==> config.mk <==
export PLATFORM = sky130hd
export DESIGN_NAME = data_mem_access
export DESIGN_NICKNAME = d
export VERILOG_FILES = /design/src/rtl/data_mem_access_pkg.sv /design/src/rtl/data_mem_access_lane_align.sv /design/src/rtl/data_mem_access.sv
export SDC_FILE = /design/constraint.sdc
export NUM_CORES = 1
export LEC_CHECK = 0
export BUFFER_PORTS_ARGS = -buffer_cell sky130_fd_sc_hd__buf_2
export CAP_MARGIN = 20
export CORE_MARGIN = 5
export CORE_UTILIZATION = 46
export CTS_CLUSTER_DIAMETER = 30
export DETAILED_ROUTE_END_ITERATION = 6
export HOLD_SLACK_MARGIN = 0.12
export PLACE_DENSITY_LB_ADDON = 0.15
export RECOVER_POWER = 25
export SLEW_MARGIN = 20
export SYNTH_ARGS = -nofsm -noshare
export SYNTH_HDL_FRONTEND = slang
export SYNTH_SLANG_ARGS = --single-unit
==> constraint.sdc <==
create_clock -name clk -period 1.91 [get_ports clk]
set_input_delay 0.382 -clock clk [delete_from_list [all_inputs] [get_ports clk]]
set_output_delay 0.382 -clock clk [all_outputs]
set_load 0.02 [all_outputs]
==> src/rtl/data_mem_access_pkg.sv <==
// Shared encodings for the data-memory initiator: access sizes, FSM states,
// and the alignment rule applied when a request is accepted.
package mem_access_pkg;

  localparam logic [1:0] SZ_BYTE = 2'd0;
  localparam logic [1:0] SZ_HALF = 2'd1;
  localparam logic [1:0] SZ_WORD = 2'd2;

  typedef enum logic [2:0] {
    IDLE   = 3'd0,
    LOAD   = 3'd1,
    STORE  = 3'd2,
    RMW_RD = 3'd3,
    RMW_WR = 3'd4,
    RESP   = 3'd5
  } state_e;

  // Size 3 is never legal; halves need even addresses, words need offset 0.
  function automatic logic req_illegal(input logic [1:0] size, input logic [1:0] offset);
    logic bad;
    case (size)
      SZ_BYTE: bad = 1'b0;
      SZ_HALF: bad = offset[0];
      SZ_WORD: bad = (offset != 2'd0);
      default: bad = 1'b1;
    endcase
    return bad;
  endfunction

endpackage

==> src/rtl/data_mem_access_lane_align.sv <==
// Big-endian lane handling: extracts and extends load lanes, and merges
// right-aligned store data into a memory word for sub-word stores.
module mem_lane_align
  import mem_access_pkg::*;
(
  input  logic [31:0] word_i,
  input  logic [1:0]  offset_i,
  input  logic [1:0]  size_i,
  input  logic        is_unsigned_i,
  input  logic [31:0] wdata_i,
  output logic [31:0] load_o,
  output logic [31:0] merged_o
);

  logic [4:0]  shamt;
  logic [7:0]  byte_lane;
  logic [15:0] half_lane;

  always_comb begin
    // Offset 0 lives in bits [31:24], so the lane LSB sits at 8*(3-offset).
    shamt     = {~offset_i, 3'b000};
    byte_lane = 8'(word_i >> shamt);
    half_lane = offset_i[1] ? word_i[15:0] : word_i[31:16];

    case (size_i)
      SZ_BYTE: load_o = is_unsigned_i ? {24'd0, byte_lane}
                                      : {{24{byte_lane[7]}}, byte_lane};
      SZ_HALF: load_o = is_unsigned_i ? {16'd0, half_lane}
                                      : {{16{half_lane[15]}}, half_lane};
      default: load_o = word_i;
    endcase

    case (size_i)
      SZ_BYTE: merged_o = (word_i & ~(32'h0000_00FF << shamt))
                        | ({24'd0, wdata_i[7:0]} << shamt);
      SZ_HALF: merged_o = offset_i[1] ? {word_i[31:16], wdata_i[15:0]}
                                      : {wdata_i[15:0], word_i[15:0]};
      default: merged_o = wdata_i;
    endcase
  end

endmodule

==> src/rtl/data_mem_access.sv <==
// CPU-side initiator for the word-organised data memory. Sub-word stores are
// turned into read-modify-write; all memory-side outputs are registered.
//
//   state  | meaning
//   IDLE   | req_ready high, waiting for a request
//   LOAD   | mem_read strobe; lane extracted at exit edge
//   STORE  | mem_write strobe with the full store word
//   RMW_RD | mem_read strobe; store lane merged at exit edge
//   RMW_WR | mem_write strobe with the merged word
//   RESP   | one-cycle resp_valid pulse
module data_mem_access
  import mem_access_pkg::*;
#(
  parameter int ADDR_W = 13
) (
  input  logic              clk,
  input  logic              rst,
  input  logic              req_valid,
  output logic              req_ready,
  input  logic              req_write,
  input  logic [1:0]        req_size,
  input  logic              req_unsigned,
  input  logic [31:0]       req_addr,
  input  logic [31:0]       req_wdata,
  output logic              resp_valid,
  output logic [31:0]       resp_rdata,
  output logic              resp_err,
  output logic [ADDR_W-1:0] mem_address,
  output logic [31:0]       mem_write_data,
  output logic              mem_read,
  output logic              mem_write,
  input  logic [31:0]       mem_read_data
);

  state_e              state_q, state_d;
  logic                req_ready_q, req_ready_d;
  logic [1:0]          size_q, size_d;
  logic                unsigned_q, unsigned_d;
  logic [1:0]          offset_q, offset_d;
  logic [31:0]         wdata_q, wdata_d;
  logic [ADDR_W-1:0]   mem_address_q, mem_address_d;
  logic [31:0]         mem_write_data_q, mem_write_data_d;
  logic                mem_read_q, mem_read_d;
  logic                mem_write_q, mem_write_d;
  logic                resp_valid_q, resp_valid_d;
  logic [31:0]         resp_rdata_q, resp_rdata_d;
  logic                resp_err_q, resp_err_d;

  logic                accept;
  logic [31:0]         load_val;
  logic [31:0]         merged_word;
  logic                unused_addr_hi;

  assign unused_addr_hi = ^req_addr[31:ADDR_W+2];

  mem_lane_align u_align (
    .word_i        (mem_read_data),
    .offset_i      (offset_q),
    .size_i        (size_q),
    .is_unsigned_i (unsigned_q),
    .wdata_i       (wdata_q),
    .load_o        (load_val),
    .merged_o      (merged_word)
  );

  always_comb begin
    accept           = req_valid && req_ready_q;
    state_d          = state_q;
    req_ready_d      = 1'b0;
    size_d           = size_q;
    unsigned_d       = unsigned_q;
    offset_d         = offset_q;
    wdata_d          = wdata_q;
    mem_address_d    = mem_address_q;
    mem_write_data_d = mem_write_data_q;
    mem_read_d       = 1'b0;
    mem_write_d      = 1'b0;
    resp_valid_d     = 1'b0;
    resp_rdata_d     = 32'd0;
    resp_err_d       = 1'b0;

    case (state_q)
      IDLE: begin
        req_ready_d = 1'b1;
        if (accept) begin
          req_ready_d   = 1'b0;
          size_d        = req_size;
          unsigned_d    = req_unsigned;
          offset_d      = req_addr[1:0];
          wdata_d       = req_wdata;
          mem_address_d = req_addr[ADDR_W+1:2];
          if (req_illegal(req_size, req_addr[1:0])) begin
            state_d      = RESP;
            resp_valid_d = 1'b1;
            resp_err_d   = 1'b1;
          end else if (!req_write) begin
            state_d    = LOAD;
            mem_read_d = 1'b1;
          end else if (req_size == SZ_WORD) begin
            state_d          = STORE;
            mem_write_d      = 1'b1;
            mem_write_data_d = req_wdata;
          end else begin
            state_d    = RMW_RD;
            mem_read_d = 1'b1;
          end
        end
      end
      LOAD: begin
        state_d      = RESP;
        resp_valid_d = 1'b1;
        resp_rdata_d = load_val;
      end
      STORE: begin
        state_d      = RESP;
        resp_valid_d = 1'b1;
      end
      RMW_RD: begin
        state_d          = RMW_WR;
        mem_write_d      = 1'b1;
        mem_write_data_d = merged_word;
      end
      RMW_WR: begin
        state_d      = RESP;
        resp_valid_d = 1'b1;
      end
      RESP: begin
        state_d     = IDLE;
        req_ready_d = 1'b1;
      end
      default: begin
        state_d     = IDLE;
        req_ready_d = 1'b1;
      end
    endcase
  end

  always_ff @(posedge clk) begin
    if (rst) begin
      state_q          <= IDLE;
      req_ready_q      <= 1'b1;
      size_q           <= 2'd0;
      unsigned_q       <= 1'b0;
      offset_q         <= 2'd0;
      wdata_q          <= 32'd0;
      mem_address_q    <= '0;
      mem_write_data_q <= 32'd0;
      mem_read_q       <= 1'b0;
      mem_write_q      <= 1'b0;
      resp_valid_q     <= 1'b0;
      resp_rdata_q     <= 32'd0;
      resp_err_q       <= 1'b0;
    end else begin
      state_q          <= state_d;
      req_ready_q      <= req_ready_d;
      size_q           <= size_d;
      unsigned_q       <= unsigned_d;
      offset_q         <= offset_d;
      wdata_q          <= wdata_d;
      mem_address_q    <= mem_address_d;
      mem_write_data_q <= mem_write_data_d;
      mem_read_q       <= mem_read_d;
      mem_write_q      <= mem_write_d;
      resp_valid_q     <= resp_valid_d;
      resp_rdata_q     <= resp_rdata_d;
      resp_err_q       <= resp_err_d;
    end
  end

  assign req_ready      = req_ready_q;
  assign resp_valid     = resp_valid_q;
  assign resp_rdata     = resp_rdata_q;
  assign resp_err       = resp_err_q;
  assign mem_address    = mem_address_q;
  assign mem_write_data = mem_write_data_q;
  assign mem_read       = mem_read_q;
  assign mem_write      = mem_write_q;

endmodule

==> key figures, run 1 <==
CTS
  – CTS Hold Buffers Added: 0
  – CTS root buf: clkbuf_16
  – CTS Sinks: 122
  – Htree depth: 4
  – CTS tree: built
  – Clock slew at reported path FFs: 50 ps
  – Clock buffer depth: 2
  – Num CTS Buffers: 17
  – Clock Latency Late Sink: 420 ps

Timing
  – # setup viols final: 0
  – RSZ-0062 raised after global routing: no
  – Fmax: 545 MHz
  – Final period util: 96.0%
  – Crit path time final: 1830 ps
  – Pins Over Slew Limit: 0
  – Setup Skew: 9.32 ps
  – Worst Max-Slew Pin Slew: 512 ps
  – Final Hold Vio Count: 0
  – Headroom to the max-slew limit: 65.9%

Synthesis
  – Post-synth EDFFs: 0
  – Ranking of synthesized cells by area: dfxtp_1 (43%), nand2_1 (8.7%), a21oi_1 (7.3%), mux2_2 (7.1%), mux2i_1 (5.8%)
  – Synth Register Bits: 122
  – Post-synthesis cell type count: 46
  – Top-area cell type share of the netlist area: 42.9%
  – Syn Inst Count: 651
  – Sequential fraction of the synthesis area: 42.9%
  – Ys async rst share: 0%
  – Yosys warnings: 0
  – Post-Syn Nets: 754
  – Top FF cell, synth: dfxtp_1
  – Cell area after synthesis: 5700 sq um
  – Cell taking the most area after synthesis: dfxtp_1
  – Mean Syn Cell Area: 8.75 sq um

Cells and area
  – Post-Route Utilization: 61.5%
  – Final #Nets: 927
  – Layout cells sized above 1: 30.5%
  – Antenna cells: 0
  – Design area: 7410 sq um
  – Synth-to-Final Area Change: 30.1%

Die
  – Die ar.: 14,700 sq um
  – IO Count: 185
  – Initial core utilization: 47.2%
  – Die height: 121 um
  – Core Box Area: 12,100 sq um
  – # rows: 40
  – Die X: 121 um

Setup path
  – Worst Reg-to-Reg Cells: 5
  – Setup crit end kind: register
  – Startpoint Class: register
  – Crit path kind: register to register
  – Critical path arrival: 2170 ps
  – Worst-path fanout max: 5
  – Worst path required time: 2240 ps
  – Worst-path cell chain: or3_4 > nor4_4 > buf_6 > mux2_2 > a211oi_2
  – Worst path slowest cell: or3_4
  – Crit path largest cell delay: 410 ps

Detailed routing
  – Routed wire per std cell: 18.2 um
  – Initial DRC count: 408
  – Routed via count: 5,532
  – WL final: 18,300 um
  – Vias/cell: 5.51
  – Residual DRC count: 0
  – DRT antenna net count: 0
  – Drt first pass iters: 7

Place
  – Port bufs: 167
  – Final HPWL DP: 13,300 um
  – RePlAce Congestion: 0.882
  – Post-Place Cell Area: 6880 sq um

Global routing
  – Busiest grt layer: met2
  – Vias in the first global route: 5,699
  – M2 GR Usage: 43.1%
  – GRT overflow: 0
  – First-pass GRT wire length: 29,200 um
  – Total global-route track usage: 25.3%
  – Initial antenna violation count: 0
  – Met1 usage: 30.9%
  – Grt met3 use: 6.20%
  – Largest net degree at the start of global routing: 51

Run
  – Max-Cap Viols: 0

Power and ir drop
  – Gate power share: 22.8%
  – Sw frac: 30.7%
  – Power per cell area: 1020 nW/um^2
  – Sequential group share of total power: 38.7%
  – Clock network power share: 38.5%
  – VDD IR max: 0.566 mV
  – Static Leak: 2.95 nW
  – Net Sw Power: 0.00232 W
  – Internal power: 0.00522 W

Hold path
  – Hold Path Class: input pin to register
  – Worst hold stages: 3

Outcome
  – Status: completed
## synthesized netlist by cell type, drive strengths merged, types with 2 or more instances
library cell  count
nor3b             2
nand2b            4
nor2b             3
mux2             36
inv              14
a221oi           25
o21bai            4
nor2             37
a2111oi           5
or2               2
a21oi            84
o21ai             7
a211oi            6
clkbuf           40
nand2           132
a211o             3
o22ai             8
nor4b             2
a222oi            7
or3               9
o211ai            6
nor3             16
nand3b            6
a31o              5
dfxtp           122
mux2i            33
a21o              3
buf              15
nor4              9
## final cells by class
| type | instances | area [sq um] |
|---|---|---|
| clock buffer | 21 | 450 |
| fill | 1087 | 4650 |
| timing repair buffer | 209 | 1170 |
| tap | 168 | 210 |
| sequential | 122 | 2440 |
| inverter | 14 | 52.6 |
| clock inverter | 10 | 77.6 |
| multi-input combinational | 460 | 3000 |
## metal layers
metal	part of all wire, %	routed length (um)
met5	0	0
met4	1.8	330
met3	6.8	1240
met2	51	9240
met1	41	7480
## final timing paths
kind | from | to | slack, ps
worst max-delay path | state_q[2] | mem_write_data[0] | 80
worst min register to register | mem_address[9] | mem_address[9] | 450
worst max register to register | state_q[2] | mem_write_data[0] | 80
worst min-delay path | req_addr[10] | mem_address[8] | 200
## metrics by stage
stage	hold slack [ps]	total power [W]	std cells	setup TNS [ps]	setup slack, ps
global placement	440	0.00464	970	-574	-45.0
floorplan	436	0.00400	651	0	87.4
finish	203	0.00754	1004	0	76.3
global route	193	0.00788	1004	0	18.7
CTS	186	0.00758	1002	0	36.0
detailed placement	447	0.00468	970	-1440	-112
## repair_timing
action                     in CTS  in global routing
buffers inserted                0                  2
setup endpoints to repair       5                 12
gates resized for setup         2                 10
gates cloned                    1                  0
pin swaps                       1                  0
## state kept, by name (all words and copies together) (netlist names)
signal,flops
resp_err,1
mem_write_data,32
size_q,2
offset_q,2
unsigned_q,1
state_q,3
req_ready,1
resp_rdata,32
mem_address,13
wdata_q,32
mem_read,1
resp_valid,1
mem_write,1
## power groups by stage
stage,Combinational (W),Sequential (W),Clock (W)
finish,0.00172,0.00292,0.00290
CTS,0.00173,0.00291,0.00294
detailed placement,0.00172,0.00296,0
floorplan,0.000943,0.00306,0
global placement,0.00169,0.00295,0
global route,0.00188,0.00294,0.00307
## cell families (layout without fill, tap and decap cells)
kind of cell	Yosys count	in the layout	synth area share [%]
DFF	122	122	42.9
muxes	70	70	13.3
buffers and inverters	69	254	5.36
and+or+nand+nor	224	224	17.4
AOI/OAI and AO/OA	166	166	21.1
## cells in the final DEF, fill, tap and decap left out, types with 7 or more instances in the layout
master / instances
nand2_1: 132
clkbuf_16: 17
clkinv_2: 8
clkbuf_1: 53
nor2_1: 36
o22ai_1: 8
a221oi_2: 7
buf_4: 32
mux2_2: 36
mux2i_1: 33
a222oi_1: 7
a21oi_1: 83
buf_2: 118
or3_1: 8
inv_1: 14
a221oi_1: 18
dfxtp_1: 120
nor3_1: 15
o21ai_0: 7
## critical path: cells and delay by family, from the launching register on
kind | cells | cell delay (ps)
AND/OR/NAND/NOR | 2 | 700
multiplexers | 1 | 340
flip-flops | 1 | 310
AO/OA/AOI/OAI | 1 | 210
buffers and inverters | 1 | 190
Power figures use the tool's default switching activity.
==> run 2: changes to the inputs <==
--- a/config.mk
+++ b/config.mk
@@ -12,6 +12,7 @@
 export CTS_CLUSTER_DIAMETER = 30
 export DETAILED_ROUTE_END_ITERATION = 6
 export HOLD_SLACK_MARGIN = 0.12
+export MAX_ROUTING_LAYER = met4
 export PLACE_DENSITY_LB_ADDON = 0.15
 export RECOVER_POWER = 25
 export SLEW_MARGIN = 20
==> run 2 against run 1 <==
Setup slack better by 15 ps. Register-to-register slack is essentially flat. Utilization unchanged. Critical path depth unchanged. Sequential share of layout area hardly changed. Critical endpoint unchanged.
==> key figures, run 2 (same netlist as run 1, synthesis figures left out) <==
Cells and area
  – Antenna cells: 0
  – Design area: 7410 sq um
  – Most common cell after layout, fill and taps aside: nand2_1
  – Post-Route Utilization: 61.5%
  – Synth-to-Final Area Change: 30.1%
  – Most frequent cells in the layout: nand2_1 (132), dfxtp_1 (121), buf_2 (119)
  – Layout cells sized above 1: 30.5%
  – Final #Nets: 927

Power and ir drop
  – Internal power: 0.00522 W
  – Pwr Total: 0.00754 W
  – VDD IR max: 0.565 mV
  – Power per cell area: 1020 nW/um^2
  – Clock network power share: 38.6%
  – Gate power share: 22.8%
  – Net Sw Power: 0.00232 W
  – Sw frac: 30.7%
  – Sequential group share of total power: 38.7%
  – Static Leak: 2.96 nW

CTS
  – Clock Latency Late Sink: 420 ps
  – CTS tree: built
  – Num CTS Buffers: 17
  – CTS root buf: clkbuf_16
  – Clock slew at reported path FFs: 50 ps
  – Htree depth: 4
  – CTS Sinks: 122
  – Clock buffer depth: 2

Timing
  – Setup Skew: 11.2 ps
  – Headroom to the max-slew limit: 65.1%
  – Pins Over Slew Limit: 0
  – Worst Max-Slew Pin Slew: 524 ps
  – RSZ-0062 raised after global routing: yes
  – # setup viols final: 0
  – Final Hold Vio Count: 0
  – Crit path time final: 1820 ps
  – Fmax: 550 MHz
  – Min setup slack post-route: 90.9 ps
  – Final period util: 95.2%

Setup path
  – Startpoint Class: register
  – Worst r2r src: state_q[2]
  – Flop2flop setup slack: 90 ps
  – CP Capture Point: mem_write_data[0]
  – Worst Reg-to-Reg Cells: 5
  – Worst path required time: 2240 ps
  – Worst Setup SP: state_q[2]
  – RR Endpoint: mem_write_data[0]
  – Crit path kind: register to register
  – Worst-path fanout max: 5
  – Critical path arrival: 2150 ps
  – Setup crit end kind: register

Detailed routing
  – Routed wire per std cell: 18.2 um
  – WL final: 18,300 um
  – Vias/cell: 5.58
  – Routed via count: 5,598
  – Initial DRC count: 460
  – DRT antenna net count: 0
  – Drt first pass iters: 6
  – Residual DRC count: 0

Global routing
  – Total global-route track usage: 25.9%
  – Largest net degree at the start of global routing: 51
  – M2 GR Usage: 43.1%
  – Initial antenna violation count: 0
  – GRT overflow: 0
  – Vias in the first global route: 5,700
  – First-pass GRT wire length: 29,100 um
  – Busiest grt layer: met2
  – Grt met3 use: 5.17%
  – Met1 usage: 31.3%

Place
  – Post-Place Cell Area: 6880 sq um
  – Place WS: -112 ps
  – Final HPWL DP: 13,300 um
  – Port bufs: 167
  – RePlAce Congestion: 0.897

Die
  – # rows: 40
  – Die ar.: 14,700 sq um
  – Core Box Area: 12,100 sq um
  – Die X: 121 um
  – Initial core utilization: 47.2%
  – IO Count: 185
  – Die height: 121 um

Run
  – Max-Cap Viols: 0

Outcome
  – Status: completed

Hold path
  – Hold Path Class: input pin to register
-- run 2: cell types whose count changed in the layout (fill, tap and decap cells not counted) --
cell | before | now
buf_2 | 118 | 119
clkbuf_1 | 53 | 52
dfxtp_1 | 120 | 121
dfxtp_2 | 2 | 1
-- run 2: final cells by class --
cell class                 instances  area (sq um)
fill                            1092          4650
multi-input combinational        460          3000
sequential                       122          2440
timing repair buffer             209          1170
clock buffer                      21           450
tap                              168           210
clock inverter                    10          77.6
inverter                          14          52.6
-- run 2: power by group through the flow --
stage | combinational (W) | sequential, W | clock (W)
global placement | 0.00169 | 0.00295 | 0
global route | 0.00188 | 0.00294 | 0.00306
finish | 0.00172 | 0.00292 | 0.00291
CTS | 0.00173 | 0.00291 | 0.00294
detailed placement | 0.00172 | 0.00296 | 0
floorplan | 0.000943 | 0.00306 | 0
-- run 2: worst min-delay path by stage --
| stage | slack [ps] | startpoint | cells past startpoint | to |
|---|---|---|---|---|
| final | 200 | req_addr[2] | 3 | mem_address[0] |
| after floorplan | 440 | wdata_q[16] | 2 | wdata_q[16] |
| after detailed placement | 450 | mem_address[9] | 2 | mem_address[9] |
| after global placement | 440 | mem_address[7] | 2 | mem_address[7] |
| after global routing | 200 | req_addr[10] | 3 | mem_address[8] |
| after CTS | 190 | req_addr[14] | 3 | mem_address[12] |
-- run 2: routing by layer --
metal / up-vias / part of all wire [%]
li1: 2672 / -
met1: 2611 / 41
met2: 264 / 50
met3: 51 / 6.8
met4: 0 / 2.0
met5: - / 0
-- run 2: through the flow --
step,std cells,setup TNS [ps],hold WS [ps]
2_1_floorplan,651,0,436
3_3_place_gp,970,-574,440
3_5_place_dp,970,-1440,447
4_1_cts,1002,0,186
5_1_grt,1004,0,195
6_report,1004,0,202
-- run 2: worst max-delay path, cell delays in order (launching register included) --
cell,delay (ps)
dfxtp_1,310
or3_4,410
nor4_4,270
buf_6,190
mux2_2,340
a211oi_2,210
-- run 2: timing repair --
| action | 4_1_cts | 5_1_grt |
|---|---|---|
| pin swaps | 1 | 0 |
| setup buffers | 0 | 2 |
| cloned | 1 | 0 |
| resized for setup | 2 | 9 |
| hold buffers | 0 | 0 |
| setup endpoints to repair | 5 | 11 |
